**src/rtl/conv_symbol_deserializer.sv**
```systemverilog
// conv_symbol_deserializer: pairs the alternating G0 / inverted-G1 symbol stream into (c0,c1) for the Viterbi decoder.
// G1_INVERT_EN defined: c1 = ~DataI (undoes the transmitter's G1 inversion); undefined: c1 = DataI.
module conv_symbol_deserializer #(
  parameter int CNT_W = 16
) (
  input  logic             Clk,
  input  logic             Rst,
  input  logic             DataI,
  input  logic             DataI_en,
  input  logic             Slip,
  input  logic             Pair_ready,
  input  logic             Ovr_clr,
  output logic             c0,
  output logic             c1,
  output logic             Pair_valid,
  output logic             Phase,
  output logic             Overrun,
  output logic [CNT_W-1:0] Pair_cnt
);
  logic             ph_q, ph_d;
  logic             stage_q, stage_d;
  logic             slip_pend_q, slip_pend_d;
  logic             c0_q, c0_d;
  logic             c1_q, c1_d;
  logic             pv_q, pv_d;
  logic             phase_q, phase_d;
  logic             ovr_q, ovr_d;
  logic [CNT_W-1:0] cnt_q, cnt_d;
  logic             g1;
  logic             discard, accept, pair_done, load, drop;
`ifdef G1_INVERT_EN
  assign g1 = ~DataI;
`else
  assign g1 = DataI;
`endif
  // a strobe arriving with Slip or a pending slip is thrown away instead of being kept
  always_comb begin
    discard     = DataI_en && (slip_pend_q || Slip);
    accept      = DataI_en && !discard;
    pair_done   = accept && ph_q;
    load        = pair_done && (!pv_q || Pair_ready);
    drop        = pair_done && pv_q && !Pair_ready;
    slip_pend_d = discard ? 1'b0 : (Slip ? 1'b1 : slip_pend_q);
    phase_d     = discard ? ~phase_q : phase_q;
    ph_d        = accept ? ~ph_q : ph_q;
    stage_d     = (accept && !ph_q) ? DataI : stage_q;
    c0_d        = load ? stage_q : c0_q;
    c1_d        = load ? g1 : c1_q;
    pv_d        = load ? 1'b1 : ((pv_q && Pair_ready) ? 1'b0 : pv_q);
    ovr_d       = drop | (ovr_q & ~Ovr_clr);
    cnt_d       = load ? cnt_q + 1'b1 : cnt_q;
  end
  // state registers; reset discards any partially assembled pair
  always_ff @(posedge Clk or negedge Rst) begin
    if (!Rst) begin
      ph_q        <= 1'b0;
      stage_q     <= 1'b0;
      slip_pend_q <= 1'b0;
      c0_q        <= 1'b0;
      c1_q        <= 1'b0;
      pv_q        <= 1'b0;
      phase_q     <= 1'b0;
      ovr_q       <= 1'b0;
      cnt_q       <= '0;
    end else begin
      ph_q        <= ph_d;
      stage_q     <= stage_d;
      slip_pend_q <= slip_pend_d;
      c0_q        <= c0_d;
      c1_q        <= c1_d;
      pv_q        <= pv_d;
      phase_q     <= phase_d;
      ovr_q       <= ovr_d;
      cnt_q       <= cnt_d;
    end
  end
  assign c0         = c0_q;
  assign c1         = c1_q;
  assign Pair_valid = pv_q;
  assign Phase      = phase_q;
  assign Overrun    = ovr_q;
  assign Pair_cnt   = cnt_q;
endmodule

```
**config.mk**
```make
export PLATFORM = sky130hd
export DESIGN_NAME = conv_symbol_deserializer
export DESIGN_NICKNAME = d
export VERILOG_FILES = /design/src/rtl/conv_symbol_deserializer.sv
export SDC_FILE = /design/constraint.sdc
export NUM_CORES = 1
export LEC_CHECK = 0
export CAP_MARGIN = 15
export CORE_ASPECT_RATIO = 0.5
export CORE_MARGIN = 3
export CORE_UTILIZATION = 30
export DETAILED_ROUTE_END_ITERATION = 8
export PLACE_DENSITY_LB_ADDON = 0.2
export SYNTH_ARGS = -nofsm -noshare
export SYNTH_HDL_FRONTEND = slang
export SYNTH_SLANG_ARGS = --single-unit
```
**constraint.sdc**
```tcl
create_clock -name Clk -period 2.56 [get_ports Clk]
set_input_delay 0.512 -clock Clk [delete_from_list [all_inputs] [get_ports Clk]]
set_output_delay 0.512 -clock Clk [all_outputs]
set_load 0.01 [all_outputs]
```
==> reports/metrics.cfg <==
[clock_network]
clockBufferDepth = 2
clkLatencyLatePin_ps = 260
post_cts_buffers = 0
cts_resized = 0
cts_root_buf = clkbuf_8
numCtsBuffers = 3
cts_sinks = 24
path_clk_slew_ps = 80
hold_buffers = 0
htree_levels = 1
cts_tree = done

[sta]
skew_ps = 6.27
hold_viol = 0
slew_violations = 0
timing.slew.headroom = 0.783
final.min_clock_period_ps = 1860
finalSetupViolCount = 0
max_freq_mhz = 538
final.setup.tns_ps = 0
rsz0062_at_grt = no
finalCritPeriodShare = 0.727
tightest_slew_ps = 324

[run_status]
status = complete, no violations

[placed_design]
place.gp.congestion = 0.725
place_inst = 172
hpwl_um = 1540
portBuffers = 27
placed_area_sq_um = 1400

[floorplanning]
start_util = 0.333
core_sq_um = 3170
die_h_um = 48.0
io_pins = 28
die_area_sq_um = 4310
rows = 14
die_x_um = 89.9

[worst_setup_path]
critPathLaunchType = input pin
ff2ff_path_depth = 5
cp.depth = 6
cp.required_ps = 2750
end_kind = flip-flop
worstSetupPathType = input pin to flip-flop
cpLargestDelayFamily = buffers and inverters
crit_buf_inv = 2
critPathMaxFanout = 11
crit_arrival_ps = 2050
slowest_stage = clkdlybuf4s50_1
cp_cell_sequence = clkdlybuf4s50_1 -> and4_1 -> nand4_1 -> buf_4 -> nor4_1 -> xor2_1
slowest_delay_ps = 530

[pwr]
switchingPower_uw = 288
combinationalPowerShare = 0.260
p_leak_nw = 0.651
intPower_uw = 714
powerDensity_nw_per_um2 = 696
seqPwrFrac = 0.521
irDropWorstVdd_uv = 283
switching_share = 0.287
power_frac_clock = 0.219

[routing]
wl_per_cell_um = 11.9
dr_wl_met3_um = 133
drt.antenna.violating_nets = 0
highest_layer = met4
vias = 770
met1_length_um = 969
drc = 0
drt_iter0_markers = 18
drt_pass1_iterations = 4
wl_um = 2090
vias_per_cell = 4.40
met2_wirelength_um = 952

[synth]
synth_area_sq_um = 1060
synth_nets = 103
synth_cell_types = 22
synthCells = 95
synth_seq_cells = 24
synth_area_leaders = dfrtp_1 (57%), xor2_1 (7.5%), xnor2_1 (6.6%)
syn_avg_cell_area_sq_um = 11.1
yosys_warnings = 0
synth_seq_area_share = 0.569
synth_top_area_cell = dfrtp_1
yosysTopAreaCellShare = 0.569

[final_layout]
layout_commonest_cell = clkdlybuf4s50_1
fin_util = 0.454
area_delta_synth_final_pct = 36.3
most-common-layout-cells = clkdlybuf4s50_1 (27), dfrtp_1 (24), nand2_1 (17)
diodes = 0
layout.nets = 137
drive_gt1_frac = 0.0709
finalInstanceArea_sq_um = 1440
n_fill_cell = 301
layoutNonFillerInstCount = 175

[hold_path]
hold_class = flip-flop to flip-flop
hold_depth = 2

[grt]
grt_pass1_vias = 727
antenna_found_initial = 0
grt_use_total = 0.103
grt_max_degree = 25
overflow = 0
grt_pass1_wl_um = 3380

[flow_run]
drv_cap = 0

-- Yosys cell counts --
cell and number:
nor2_1 5, nor3_2 1, nand2_1 17, nand3_1 4
nand2b_1 2, and3_1 1, ha_1 1, nor4_1 1
nand4_1 2, o21ai_0 1, mux2_2 1, nand4bb_1 1
dfrtp_1 24, and4_1 3, xnor2_1 8, nor2b_1 1
xor2_1 9, nor3_1 6, nor4_4 1, buf_6 1
inv_1 4, o22ai_1 1
-- layout make-up --
| type | instances | area, sq um | share of cell area |
|---|---|---|---|
| flip-flops and latches | 24 | 601 | 0.417 |
| clock buffers | 3 | 41.3 | 0.0287 |
| inverters | 4 | 15.0 | 0.0104 |
| multi-input cells | 66 | 429 | 0.298 |
| repair buffers | 30 | 293 | 0.203 |
| well taps | 48 | 60.1 | 0.0417 |
-- sequential cells by signal, summed over array words and instances (netlist names) --
name,count
stage_q,1
slip_pend_q,1
c1,1
Phase,1
Pair_valid,1
ph_q,1
c0,1
Pair_cnt,16
Overrun,1
-- power by group through the flow --
stage / Combinational [mW] / Sequential [mW] / Clock, mW
6_report: 0.260 / 0.522 / 0.219
2_1_floorplan: 0.0881 / 0.544 / 0
3_3_place_gp: 0.260 / 0.528 / 0
3_5_place_dp: 0.263 / 0.531 / 0
5_1_grt: 0.288 / 0.531 / 0.247
4_1_cts: 0.265 / 0.523 / 0.233
-- worst paths after layout --
kind / slack, ps / from / end
setup reg to reg: 1060 / Pair_cnt[2] / Pair_cnt[15]
hold / removal: 470 / stage_q / c0
min in group asynchronous: 600 / Rst / Pair_cnt[15]
hold reg to reg: 470 / stage_q / c0
setup / recovery: 700 / DataI_en / Pair_cnt[15]
max in group asynchronous: 1720 / Rst / Pair_cnt[1]
-- cells by family after synthesis --
family	count (synthesis)	synth area share
compound gates	2	0.0107
xor+xnor	17	0.141
mux	1	0.0107
flops	24	0.569
buf+inv	5	0.0249
simple gates	45	0.232
fa+ha+maj	1	0.0118
-- worst min-delay path: stages (launching register included) --
cell and delay, ps:
dfrtp_1 350, nand2_1 50, nand2_1 50
-- metrics by stage --
stage	total power [mW]	setup slack (ps)	hold slack, ps
after floorplan	0.632	1140	216
after global placement	0.787	489	458
after detailed placement	0.794	415	458
after CTS	1.02	698	479
after global routing	1.07	590	498
final	1.00	700	473
-- per-layer routing --
| metal | vias up | GRT usage |
|---|---|---|
| met5 | - | 0 |
| met4 | 0 | 0.0365 |
| met3 | 2 | 0.0424 |
| met2 | 19 | 0.179 |
| met1 | 367 | 0.122 |
| li1 | 382 | - |
No activity file was read; power rests on OpenSTA's default activity.
